$ cat src/rtl/rs232c_word_tx_pkg.sv
// Shared definitions for the RS-232C word transmitter: FSM state encoding,
// frame geometry and small width helpers.
package rs232c_word_tx_pkg;

   // Data bits carried by one serial frame.
   localparam int FRAME_DATA_BITS = 8;

   // Serializer states. Encoding is also driven onto o_dbg_state.
   typedef enum logic [2:0] {
      ST_IDLE  = 3'd0,
      ST_LOAD  = 3'd1,
      ST_START = 3'd2,
      ST_DATA  = 3'd3,
      ST_STOP  = 3'd4
   } tx_state_t;

   // Width of a byte index inside a word; at least one bit so a
   // single-byte word still has a legal index vector.
   function automatic int idx_width(input int word_bytes);
      return (word_bytes > 1) ? $clog2(word_bytes) : 1;
   endfunction

endpackage

$ cat src/rtl/rs232c_word_tx_fifo.sv
// Synchronous word FIFO: registered storage, occupancy count, full/empty.
// A push while full and a pop while empty are ignored.
module sync_word_fifo #(
   parameter int WIDTH = 35,
   parameter int AW    = 4
) (
   input  logic             clk,
   input  logic             rst_n,
   input  logic             i_push,
   input  logic [WIDTH-1:0] i_wdata,
   input  logic             i_pop,
   output logic [WIDTH-1:0] o_rdata,
   output logic             o_full,
   output logic             o_empty,
   output logic [AW:0]      o_count
);

   localparam int          DEPTH      = 1 << AW;
   localparam logic [AW:0] FULL_COUNT = {1'b1, {AW{1'b0}}};

   logic [WIDTH-1:0] r_mem [DEPTH];
   logic [AW-1:0]    r_wr_ptr;
   logic [AW-1:0]    r_rd_ptr;
   logic [AW:0]      r_count;
   logic             w_do_push;
   logic             w_do_pop;

   // Full is judged on the pre-pop count, so a push in the same cycle as a
   // pop from a full FIFO is still dropped.
   assign o_full    = (r_count == FULL_COUNT);
   assign o_empty   = (r_count == '0);
   assign o_count   = r_count;
   assign o_rdata   = r_mem[r_rd_ptr];
   assign w_do_push = i_push && !o_full;
   assign w_do_pop  = i_pop && !o_empty;

   // Storage write; contents need no reset because count guards every read.
   always_ff @(posedge clk) begin
      if (w_do_push) r_mem[r_wr_ptr] <= i_wdata;
   end

   // Pointers wrap naturally at 2**AW; count tracks occupancy.
   always_ff @(posedge clk or negedge rst_n) begin
      if (!rst_n) begin
         r_wr_ptr <= '0;
         r_rd_ptr <= '0;
         r_count  <= '0;
      end else begin
         if (w_do_push) r_wr_ptr <= r_wr_ptr + 1'b1;
         if (w_do_pop)  r_rd_ptr <= r_rd_ptr + 1'b1;
         if (w_do_push && !w_do_pop)      r_count <= r_count + 1'b1;
         else if (w_do_pop && !w_do_push) r_count <= r_count - 1'b1;
      end
   end

endmodule

$ cat src/rtl/rs232c_word_tx.sv
// RS-232C word transmitter. Words (1..WORD_BYTES bytes, low-aligned) are
// queued in a FIFO and sent as 8N1 (or 8N2) frames at WTIME clocks per bit.
// Valid/ready: a word is taken on a rising CLK when in_valid && in_ready;
// in_ready is simply "FIFO not full" and does not depend on in_valid.
module rs232c_word_tx
   import rs232c_word_tx_pkg::*;
#(
   parameter logic [15:0] WTIME      = 16'd6,
   parameter int          WORD_BYTES = 4,
   parameter int          FIFO_AW    = 4,
   parameter int          STOP_BITS  = 1,
   parameter int          MSB_FIRST  = 1
) (
   input  logic                          CLK,
   input  logic                          XRST,
   input  logic [8*WORD_BYTES-1:0]       in_data,
   input  logic [$clog2(WORD_BYTES):0]   in_bytes,
   input  logic                          in_valid,
   output logic                          in_ready,
   output logic                          tx,
   output logic                          busy,
   output logic [FIFO_AW:0]              fifo_count,
   output logic [2:0]                    o_dbg_state
);

   localparam int          LW           = $clog2(WORD_BYTES) + 1;
   localparam int          IW           = idx_width(WORD_BYTES);
   localparam int          DW           = 8 * WORD_BYTES;
   localparam int          FW           = DW + LW;
   localparam logic [LW-1:0] FULL_LEN   = LW'(WORD_BYTES);
   localparam logic [15:0] TIMER_RELOAD = WTIME - 16'd1;
   localparam logic [2:0]  LAST_DATA    = 3'(FRAME_DATA_BITS - 1);
   localparam logic [2:0]  LAST_STOP    = 3'(STOP_BITS - 1);

   tx_state_t       r_state;
   tx_state_t       w_next_state;
   logic [15:0]     r_timer;
   logic [2:0]      r_bit_cnt;
   logic [7:0]      r_shift;
   logic [DW-1:0]   r_word;
   logic [IW-1:0]   r_idx;
   logic [LW-1:0]   r_left;

   logic [LW-1:0]   w_in_len;
   logic [FW-1:0]   w_fifo_rdata;
   logic            w_full;
   logic            w_empty;
   logic [DW-1:0]   w_head_data;
   logic [LW-1:0]   w_head_len;
   logic [IW-1:0]   w_first_idx;
   logic [IW-1:0]   w_next_idx;
   logic            w_tick;
   logic            w_pop;
   logic            w_next_byte;
   logic            w_shift;
   logic            w_bit_clr;
   logic            w_bit_inc;

   // Byte idx of a word, selected by shifting so the index width never matters.
   function automatic logic [7:0] pick_byte(input logic [DW-1:0] word,
                                            input logic [IW-1:0] idx);
      logic [DW-1:0] shifted;
      shifted = word >> {idx, 3'b000};
      return shifted[7:0];
   endfunction

   // Length 0 and out-of-range lengths both mean a full word.
   assign w_in_len = ((in_bytes == '0) || (in_bytes > FULL_LEN)) ? FULL_LEN : in_bytes;

   sync_word_fifo #(
      .WIDTH (FW),
      .AW    (FIFO_AW)
   ) u_fifo (
      .clk     (CLK),
      .rst_n   (XRST),
      .i_push  (in_valid),
      .i_wdata ({w_in_len, in_data}),
      .i_pop   (w_pop),
      .o_rdata (w_fifo_rdata),
      .o_full  (w_full),
      .o_empty (w_empty),
      .o_count (fifo_count)
   );

   assign w_head_data = w_fifo_rdata[DW-1:0];
   assign w_head_len  = w_fifo_rdata[FW-1:DW];
   assign w_first_idx = (MSB_FIRST != 0) ? IW'(w_head_len - 1'b1) : '0;
   assign w_next_idx  = (MSB_FIRST != 0) ? (r_idx - 1'b1) : (r_idx + 1'b1);
   assign w_tick      = (r_timer == 16'd0);

   assign in_ready    = !w_full;
   assign busy        = !((r_state == ST_IDLE) && w_empty);
   assign o_dbg_state = r_state;
   // Line level is decoded from state so reset forces it high at once.
   assign tx = (r_state == ST_START) ? 1'b0 :
               (r_state == ST_DATA)  ? r_shift[0] : 1'b1;

   // State register.
   always_ff @(posedge CLK or negedge XRST) begin
      if (!XRST) r_state <= ST_IDLE;
      else       r_state <= w_next_state;
   end

   // Next-state and datapath strobes. A pop loads the word and its first
   // byte together; from STOP this goes straight to START so consecutive
   // words leave no idle gap on the line.
   always_comb begin
      w_next_state = r_state;
      w_pop        = 1'b0;
      w_next_byte  = 1'b0;
      w_shift      = 1'b0;
      w_bit_clr    = 1'b0;
      w_bit_inc    = 1'b0;
      case (r_state)
         ST_IDLE: begin
            if (!w_empty) begin
               w_pop        = 1'b1;
               w_next_state = ST_LOAD;
            end
         end
         ST_LOAD: begin
            w_next_state = ST_START;
         end
         ST_START: begin
            if (w_tick) begin
               w_bit_clr    = 1'b1;
               w_next_state = ST_DATA;
            end
         end
         ST_DATA: begin
            if (w_tick) begin
               w_shift = 1'b1;
               if (r_bit_cnt == LAST_DATA) begin
                  w_bit_clr    = 1'b1;
                  w_next_state = ST_STOP;
               end else begin
                  w_bit_inc = 1'b1;
               end
            end
         end
         ST_STOP: begin
            if (w_tick) begin
               if (r_bit_cnt != LAST_STOP) begin
                  w_bit_inc = 1'b1;
               end else if (r_left != '0) begin
                  w_next_byte  = 1'b1;
                  w_next_state = ST_START;
               end else if (!w_empty) begin
                  w_pop        = 1'b1;
                  w_next_state = ST_START;
               end else begin
                  w_next_state = ST_IDLE;
               end
            end
         end
         default: w_next_state = ST_IDLE;
      endcase
   end

   // Bit timer: runs only while a frame is on the line and is held at its
   // reload value otherwise, so LOAD primes it for the start bit.
   always_ff @(posedge CLK or negedge XRST) begin
      if (!XRST) begin
         r_timer <= TIMER_RELOAD;
      end else if ((r_state == ST_START) || (r_state == ST_DATA) || (r_state == ST_STOP)) begin
         r_timer <= w_tick ? TIMER_RELOAD : (r_timer - 16'd1);
      end else begin
         r_timer <= TIMER_RELOAD;
      end
   end

   // Word/byte/bit datapath driven by the FSM strobes.
   always_ff @(posedge CLK or negedge XRST) begin
      if (!XRST) begin
         r_bit_cnt <= '0;
         r_shift   <= '0;
         r_word    <= '0;
         r_idx     <= '0;
         r_left    <= '0;
      end else begin
         if (w_bit_clr)      r_bit_cnt <= '0;
         else if (w_bit_inc) r_bit_cnt <= r_bit_cnt + 3'd1;

         if (w_pop) begin
            r_word  <= w_head_data;
            r_idx   <= w_first_idx;
            r_left  <= w_head_len - 1'b1;
            r_shift <= pick_byte(w_head_data, w_first_idx);
         end else if (w_next_byte) begin
            r_idx   <= w_next_idx;
            r_left  <= r_left - 1'b1;
            r_shift <= pick_byte(r_word, w_next_idx);
         end else if (w_shift) begin
            r_shift <= {1'b0, r_shift[7:1]};
         end
      end
   end

endmodule

$ cat config.mk
export PLATFORM = sky130hd
export DESIGN_NAME = rs232c_word_tx
export DESIGN_NICKNAME = d
export VERILOG_FILES = /design/src/rtl/rs232c_word_tx_pkg.sv /design/src/rtl/rs232c_word_tx_fifo.sv /design/src/rtl/rs232c_word_tx.sv
export SDC_FILE = /design/constraint.sdc
export NUM_CORES = 1
export LEC_CHECK = 0
export ABC_AREA = 1
export CORE_ASPECT_RATIO = 0.6
export CORE_MARGIN = 4
export CORE_UTILIZATION = 25
export DETAILED_ROUTE_END_ITERATION = 10
export GPL_TIMING_DRIVEN = 1
export PLACE_DENSITY = 0.5
export RECOVER_POWER = 25
export SLEW_MARGIN = 20
export SYNTH_ARGS = -nofsm -noshare
export SYNTH_HDL_FRONTEND = slang
export SYNTH_SLANG_ARGS = --single-unit
$ cat constraint.sdc
create_clock -name CLK -period 3.6 [get_ports CLK]
set_input_delay 0.9 -clock CLK [delete_from_list [all_inputs] [get_ports CLK]]
set_output_delay 0.9 -clock CLK [all_outputs]
set_load 0.05 [all_outputs]
# After elaboration in Yosys (flattened, before gate mapping)
# Memories as Yosys holds them, arrays and structs flattened.
# Cells that the tools add are included.
[classes]
n_reduce_logical = 24
shifts = 2
muxes = 46
order_cmp = 1
n_addsub = 9
eq_ne = 12
[ops]
columns = ["operator", "n"]
rows = [
  ["32-bit by 5-bit >> shifter with 8-bit output", 2],
  ["3-bit two-way mux", 11],
  ["16-bit two-way mux", 2],
  ["8-bit two-way mux", 3],
  ["1-bit two-way mux", 20],
  ["16-bit logical NOT", 1],
  ["16-bit by 1-bit subtractor with 16-bit output, second input constant", 1],
  ["3-bit case mux with 5 select lines", 1],
  ["5-bit two-way mux", 2],
  ["2-bit != test, second input constant", 5],
  ["3-bit nonzero test", 3],
  ["4-bit by 1-bit adder with 4-bit output, second input constant", 2],
  ["2-bit two-way mux", 4],
  ["3-bit by 2-bit == test with 1-bit output, second input constant", 2],
  ["3-bit == test, second input constant", 2],
  ["3-bit logical NOT", 2],
  ["1-bit case mux with 2 select lines", 3],
  ["6-bit AND reduction", 1],
  ["2-bit nonzero test", 3],
  ["3-bit by 1-bit subtractor with 3-bit output, second input constant", 2],
  ["5-bit by 1-bit adder with 5-bit output, second input constant", 1],
  ["5-bit == test, second input constant", 1],
  ["1-bit logical AND", 5],
  ["1-bit logical NOT", 5],
  ["8 further kinds", 10],
]
[word_totals]
mem_count = 1
elab_cells = 105
output_inout_bits = 11
regBits = 80
ram_bits = 560
[memory_table]
columns = ["name", "depth", "width", "rd", "rd_clocked_by_memory_dff", "wr", "line_no", "rtl"]
rows = [
  ["u_fifo.r_mem", 16, 35, 1, 0, 1, "rs232c_word_tx_fifo.sv:21", "logic [WIDTH-1:0] r_mem [DEPTH];"],
]

# Depth between registers and ports, before layout
# Gate-level depths: netlist of the first run.
[depth]
word_depth = 10
mapped_depth = 18
ltp_nobuf = 17

# Cells and area by module
# A second synthesis of the first run with hierarchy kept.
[hier_totals]
cells_unflattened = 2845
hier_area_um2 = 28155.8
[modules_own_cells]
columns = ["module", "cells_per_inst", "instances", "seq_area_each_um2", "area_each_um2"]
rows = [
  ["sync_word_fifo", 2297, 1, 17141.4, 24218.2],
  ["rs232c_word_tx", 548, 1, 1679.1, 3937.5],
]

# Worst setup path before layout of the first run
# No wires, ideal clock.
[synth_path]
path_kind = "reg-to-reg"
startpoint = "register u_fifo.r_count[1] (netlist: u_fifo.o_count[1])"
endpoint = "memory u_fifo.r_mem[11][0] (enable)"
arrival_time_ns = 3.205
synth_period_minus_slack_ns = 3.632
slack_ns = -0.032
required_ns = 3.173
path_buffers = 0
path_stages_with_launch = 7
path_cell_list = "dfrtp_1 > inv_1 > nand4_1 > nand2_1 > clkinv_1 > nand2_1 > nor2_1"
[synth_between]
elab_chain_len = 5
[synth_rtl]
columns = ["item", "line_no", "rtl"]
rows = [
  ["from (decl)", "rs232c_word_tx_fifo.sv:24", "logic [AW:0] r_count;"],
  ["from (signal assigned)", "rs232c_word_tx_fifo.sv:51", "if (w_do_push && !w_do_pop) r_count <= r_count + 1'b1;"],
  ["from (signal assigned)", "rs232c_word_tx_fifo.sv:52", "else if (w_do_pop && !w_do_push) r_count <= r_count - 1'b1;"],
  ["5-bit == test", "rs232c_word_tx_fifo.sv:30", "assign o_full = (r_count == FULL_COUNT);"],
  ["1-bit logical NOT", "--", ""],
  ["net in_ready", "rs232c_word_tx.sv:19", "output logic in_ready,"],
  ["1-bit logical AND", "rs232c_word_tx_fifo.sv:34", "assign w_do_push = i_push && !o_full;"],
  ["net u_fifo.w_do_push", "rs232c_word_tx_fifo.sv:25", "logic w_do_push;"],
  ["1-bit two-way mux", "rs232c_word_tx_fifo.sv:39", "if (w_do_push) r_mem[r_wr_ptr] <= i_wdata;"],
  ["1-bit two-way mux (implied by the code)", "rs232c_word_tx_fifo.sv:39", ""],
  ["to (decl)", "rs232c_word_tx_fifo.sv:21", ""],
]
# The timed path passes the listed nets, and every way through them passes these cells.

# Worst setup path after layout of the first run
[layout_path]
startpoint = "register u_fifo.r_count[0] (netlist: u_fifo.o_count[0])"
endpoint = "output busy"
[layout_between]
elab_chain_len = 3
[layout_rtl]
columns = ["item", "line_no", "rtl"]
rows = [
  ["5-bit logical NOT", "rs232c_word_tx_fifo.sv:31", "assign o_empty = (r_count == '0);"],
  ["1-bit logical AND", "rs232c_word_tx.sv:92", "assign busy = !((r_state == ST_IDLE) && w_empty);"],
  ["1-bit logical NOT", "rs232c_word_tx.sv:92", ""],
  ["to (decl)", "rs232c_word_tx.sv:21", "output logic busy,"],
]
# No other way between the ends.

==> out/qor.yml, run 1 <==
outcome:
  outcome: "finished with violations"
  failed_checks: "max-capacitance violations, max-slew violations"
finish:
  synthToLayoutAreaGrowth_pct: 16.19
  stdcell_count: 3834
  drive_gt1_frac: 0.07470
  fin_nets: 2432
synthesis:
  ys_seq_area_frac: 0.7099
  ys_ff_latch: 640
  synth_fa_ha_area_frac: 0.008778
  async_reset_ff_frac: 0.1250
  syn-mean-instance-area_um2: 11.41
  synth-simple-area-share: 0.1581
  synth_top_family_by_area: "simple AND/OR/NAND/NOR gates"
  synthTopCellsByArea: "edfxtp_1, nand2_1, dfrtp_1, nor2_1, nand3_1"
  synthesis.area_mm2: 0.02651
  synth_cells: 2324
  synth_ff_type: "edfxtp_1"
  synth.distinct_cells: 38
  yosys.area.top_type: "edfxtp_1"
  muxShareOfSynthArea: 0
  synth_edf_count: 560
  yosysWarnings: 0
  syn-num-nets: 2380
  synth_compound_area_frac: 0.07853
  synthXorXnorAreaFrac: 0.006277
  yosysTopAreaCellShare: 0.6343
sta:
  setup_violations: 0
  skew_ns: 0.03793
  post-route-min-period_ns: 3.282
  rsz0062_at_grt: "false"
  fin_setup_tns_ns: 0
  post-route-period-util: 0.9117
  whs_ns: 0.4748
  slew_viol_final: 34
  tightest_slew_ns: 2.315
  relSlewSlack: -0.5434
  hold_viol: 0
  max_freq_ghz: 0.3047
global_route:
  grt_pass1_wl_um: 114600
  top_usage_layer: "met1"
  grt_usage: 0.1363
  grt_max_degree: 104
  met3_usage: 0.02923
  grt-ovfl-total: 0
  use_met2: 0.1838
  grt_pass1_vias: 16410
  grt_use_met1: 0.2208
  antenna_found_initial: 1
worst_hold_path:
  hold_class: "register to register"
floorplanning:
  dieHeight_um: 260.2
  core-area_mm2: 0.1051
  rows: 92
  initial_core_util: 0.2523
  die_x_um: 428.4
  ios: 49
  die_area_mm2: 0.1115
pwr:
  clockPowerShare: 0.368
  p_switching_w: 0.004251
  comb_power_share: 0.098
  intPower_w: 0.01250
  peakVddDrop_v: 0.0003544
  switching_share: 0.2537
  p_seq_frac: 0.534
  leakage_nw: 11.03
  power.density_mw_per_mm2: 544.0
worst_setup_path:
  critPathLaunchType: "register"
  end_kind: "output pin"
  critPathKind: "register to output pin"
  worstPathRequired_ns: 2.70
  worstPathMaxFanout: 5
  arrival_ns: 2.38
routing:
  ant_nets: 0
  drt_first_pass_iters: 5
  drt_iter0_drc: 1945
  vias_per_cell: 4.535
  drt-total-wl_um: 77600
  wl_per_cell_um: 20.24
  drc: 0
  vias: 17390
clock_network:
  cts_setup_buffers: 0
  ctsResizeCount: 0
  hold_buffers: 0
  clock_latency_ns: 0.65
  cts_buffers: 58
  clkSinkCount: 640
  htree_levels: 2
  cts_tree: "built"
  cts-root-buf: "clkbuf_16"
  clock_path_buffers: 3
  path_clk_slew_ns: 0.06
placed_design:
  dp_hpwl_um: 47670
  dp.cells: 3726
  io_buffers: 48
  gp_congestion: 0.8455
job:
  maxCapViolCount: 1
## cells in the final DEF, fill, tap and decap left out, drive strengths merged
master	instances
o21bai	2
inv	106
nand3b	4
buf	62
nor2	293
ha	17
o21ai	156
xnor2	5
a221oi	7
o221ai	1
fa	1
clkinvlp	1
a21oi	141
a31oi	30
clkbuf	74
a311oi	1
dfstp	2
nand2	550
diode	1
a21boi	1
o2111ai	1
nand4	6
a32o	2
dfrtp	78
dlygate4sd3	21
nor3	5
clkdlybuf4s50	26
clkinv	31
o22ai	3
xor2	14
a21o	1
bufinv	5
edfxtp	560
o211ai	33
or2	2
nand3	181
## per-layer routing
metal / vias up / routed length [um] / part of all wire
met5: - / 0 / 0
met4: 0 / 1005 / 0.013
met3: 73 / 5748 / 0.074
met2: 544 / 30510 / 0.39
met1: 8567 / 40340 / 0.52
li1: 8202 / - / -
## worst max-delay path, cell delays in order (launching register included)
cell,delay (ns)
dfrtp_1,0.46
nor2_1,0.20
nand4_1,0.17
inv_1,0.12
nand2_1,0.08
clkdlybuf4s50_1,0.71
## Yosys cell counts (all sizes together), types with 2 or more instances
library cell / instances
edfxtp: 560
a221oi: 7
o21ai: 156
inv: 103
or2: 2
nand3b: 4
a32o: 2
nor2: 293
nand2: 550
xnor2: 5
a31oi: 30
clkbuf: 30
clkinv: 5
dfrtp: 78
nor3: 5
buf: 89
nand4: 6
nand3: 181
ha: 17
o21bai: 2
dfstp: 2
a21oi: 141
o211ai: 33
o22ai: 3
xor2: 14
## registers in the layout (all words and copies together) (netlist names)
name / flops
r_idx: 2
u_fifo.r_rd_ptr: 4
u_fifo.r_wr_ptr: 4
r_timer: 16
r_word: 32
u_fifo.r_mem: 560
u_fifo.o_count: 5
o_dbg_state: 3
r_bit_cnt: 3
r_left: 3
r_shift: 8
## cell families after synthesis
family | Yosys count
AO/OA/AOI/OAI | 379
adder cells (fa/ha/maj) | 18
AND/OR/NAND/NOR | 1041
buffers and inverters | 227
flip-flops | 640
XOR/XNOR | 19
## cell type report
class | count | area, um^2
sequential | 640 | 18830
multi-input combinational | 1457 | 6799
inverter | 108 | 414.1
fill | 10710 | 74290
antenna | 1 | 2.502
clock buffer | 72 | 1504
tap | 1410 | 1764
timing repair buffer | 111 | 1169
clock inverter | 35 | 324.1
## power groups by stage
| stage | registers, W | clock network, W | logic (W) |
|---|---|---|---|
| floorplan | 0.00918 | 0 | 0.000666 |
| global placement | 0.00910 | 0 | 0.00164 |
| CTS | 0.00895 | 0.00635 | 0.00165 |
| global route | 0.00899 | 0.00666 | 0.00177 |
| finish | 0.00895 | 0.00617 | 0.00163 |
| detailed placement | 0.00910 | 0 | 0.00164 |
## metrics by stage
| stage | utilization | setup WS [ns] | area (um^2) | total power, W |
|---|---|---|---|---|
| after floorplan | - | -0.03198 | 26530 | 0.009842 |
| after global placement | 0.2758 | 0.5233 | 28980 | 0.01074 |
| after detailed placement | 0.2758 | 0.5272 | 28980 | 0.01075 |
| after CTS | 0.2931 | 0.2588 | 30810 | 0.01694 |
| after global routing | 0.2931 | 0.1443 | 30800 | 0.01742 |
| final | 0.2931 | 0.3178 | 30800 | 0.01676 |
## worst paths after layout
kind                                       to  depth (start not counted)                from  slack, ns
setup / recovery                         busy                          5   u_fifo.o_count[0]       0.32
hold / removal                     r_timer[0]                          1          r_timer[0]       0.47
setup reg to reg                    r_left[1]                         11  u_fifo.r_rd_ptr[0]       0.65
hold reg to reg                    r_timer[0]                          1          r_timer[0]       0.47
max in group asynchronous  u_fifo.r_rd_ptr[0]                          1                XRST       1.02
min in group asynchronous  u_fifo.r_rd_ptr[3]                          1                XRST       0.97
Power figures use the tool's default switching activity.
==> run 2, diff against run 1 <==
--- a/config.mk
+++ b/config.mk
@@ -10,7 +10,7 @@
 export CORE_MARGIN = 4
 export CORE_UTILIZATION = 25
 export DETAILED_ROUTE_END_ITERATION = 10
-export GPL_TIMING_DRIVEN = 1
+export GPL_TIMING_DRIVEN = 0
 export PLACE_DENSITY = 0.5
 export RECOVER_POWER = 25
 export SLEW_MARGIN = 20
==> constraint.sdc (replaced) <==
create_clock -name CLK -period 4.16 [get_ports CLK]
set_input_delay 1.04 -clock CLK [delete_from_list [all_inputs] [get_ports CLK]]
set_output_delay 1.04 -clock CLK [all_outputs]
set_load 0.05 [all_outputs]
==> out/qor.yml, run 2 (synthesis results as in run 1) <==
routing:
  vias_per_cell: 4.723
  vias: 18540
  drt-total-wl_um: 90870
  drt_iter0_drc: 2495
  ant_nets: 0
  drt_first_pass_iters: 5
  wl_per_cell_um: 23.15
  drc: 0
floorplanning:
  core-area_mm2: 0.1051
  initial_core_util: 0.2523
  rows: 92
  die_area_mm2: 0.1115
  dieHeight_um: 260.2
  ios: 49
  die_x_um: 428.4
finish:
  top_regs: "u_fifo.r_mem (560), r_word (32), r_timer (16)"
  largest_reg_flops: 560
  final_common_cell: "edfxtp_1"
  drive_gt1_frac: 0.09348
  largest-register: "u_fifo.r_mem"
  stdcell_area_mm2: 0.03148
  synthToLayoutAreaGrowth_pct: 18.75
  fin_nets: 2520
  post-route-util: 0.2996
  final_cell_mix: "edfxtp_1, nand2_1, nor2_1"
worst_setup_path:
  end_kind: "register"
  cp_cell_sequence: "inv_2 > nor2_2 > buf_4 > buf_4 > nand3_1 > nand4_1 > nand2_1 > inv_1 > ha_1 > clkbuf_1 > clkinv_1 > nand3_1 > nand3_1 > nand3_1"
  critPathKind: "register to register"
  r2r_cells: 14
  critical_path.reg2reg.startpoint: "u_fifo.r_rd_ptr[2]"
  worstPathRequired_ns: 4.72
  cpPeakStageDelay_ns: 0.69
  timing.critical_path.mode_cell: "nand3_1"
  crit_end: "r_shift[7]"
  r2r-end: "r_shift[7]"
  critPathLaunchType: "register"
  rrSetupSlack_ns: 0.23
  cp_slowest_cell: "nor2_2"
  arrival_ns: 4.49
  worstPathMaxFanout: 10
  setup.worst_path.start: "u_fifo.r_rd_ptr[2]"
clock_network:
  cts_tree: "built"
  htree_levels: 2
  cts_buffers: 58
  clock_latency_ns: 0.67
  cts-root-buf: "clkbuf_16"
  clkSinkCount: 640
  cts_setup_buffers: 0
  hold_buffers: 0
  clock_path_buffers: 3
  path_clk_slew_ns: 0.06
job:
  maxCapViolCount: 1
sta:
  hold_viol: 0
  relSlewSlack: -1.090
  post-route-min-period_ns: 3.929
  max_freq_ghz: 0.2545
  setup_violations: 0
  rsz0062_at_grt: "false"
  skew_ns: 0.05354
  fin_ws_ns: 0.2310
  post-route-period-util: 0.9445
  tightest_slew_ns: 3.135
  fin_setup_tns_ns: 0
  slew_viol_final: 52
global_route:
  antenna_found_initial: 4
  grt-ovfl-total: 0
  grt_pass1_vias: 16830
  grt_usage: 0.1589
  grt_pass1_wl_um: 127700
  grt_max_degree: 53
placed_design:
  io_buffers: 48
  postPlaceCellArea_mm2: 0.02966
  pre_cts_ws_ns: 0.2970
  dp_hpwl_um: 64500
  gp_congestion: 0.9381
worst_hold_path:
  holdPathStages: 1
  hold_class: "register to register"
pwr:
  finalPower_w: 0.01461
  leakage_nw: 11.36
  power.density_mw_per_mm2: 464.2
  peakVddDrop_v: 0.0003349
outcome:
  outcome: "finished with violations"
  failed_checks: "max-capacitance violations, max-slew violations"
[run 2: changes by cell type in the layout (fill, tap and decap cells not counted), moves of 3 or more]
cell / before / now
buf_1: 0 / 8
buf_12: 18 / 13
buf_16: 0 / 18
buf_2: 0 / 62
buf_4: 44 / 14
buf_6: 0 / 5
clkbuf_1: 16 / 40
clkdlybuf4s50_1: 26 / 31
clkinv_1: 17 / 20
clkinv_2: 12 / 16
dfrtp_1: 75 / 78
dlygate4sd3_1: 21 / 16
nor2_2: 3 / 6
[run 2: stage by stage]
stage,instances,hold slack [ns]
after floorplan,2324,0.4452
after global routing,3925,0.4993
after global placement,3782,0.4590
after detailed placement,3814,0.4578
after CTS,3924,0.3663
final,3926,0.4779
[run 2: worst min-delay path by stage]
| stage | endpoint | start | slack [ns] |
|---|---|---|---|
| global route | r_timer[0] | r_timer[0] | 0.50 |
| detailed placement | r_timer[0] | r_timer[0] | 0.46 |
| global placement | r_timer[0] | r_timer[0] | 0.46 |
| CTS | r_idx[1] | XRST | 0.37 |
| finish | r_timer[0] | r_timer[0] | 0.48 |
| floorplan | r_timer[0] | r_timer[0] | 0.45 |
[run 2: cell type report]
cell class                 instances  area (um^2)
fill                           10710        73610
sequential                       640        18820
multi-input combinational       1457         6797
tap                             1410         1764
clock buffer                      70         1506
timing repair buffer              80         1237
buffer                           119        616.8
inverter                         108        405.4
clock inverter                    40        329.1
antenna                            2        5.005
[run 2: timing repair]
action                                  4_1_cts  5_1_grt
endpoints found under the setup margin        0        1
endpoints found under the hold margin         0        0
resized for setup                             0        3
[run 2: routing by layer]
layer  wire, um  global-route usage  up-vias  share of wire
li1           -                   -     8388              -
met1      44550              0.2524     9247           0.49
met2      34610              0.2085      821           0.38
met3      10680             0.05127       85           0.12
met4       1038             0.02355        0          0.011
met5          0                   0        -              0
[run 2: where the power goes]
| part | total [W] | internal, W | switching [W] |
|---|---|---|---|
| sequential | 0.00773 | 0.00759 | 0.000143 |
| clock | 0.00536 | 0.00284 | 0.00252 |
| combinational | 0.00152 | 0.000444 | 0.00108 |
| total | 0.0146 | 0.0109 | 0.00374 |
[run 2: critical path: cells and delay by family (launching register included)]
| family | cells | cell delay [ns] |
|---|---|---|
| flops | 1 | 0.48 |
| simple gates | 7 | 1.51 |
| buf+inv | 6 | 1.72 |
| fa+ha+maj | 1 | 0.13 |
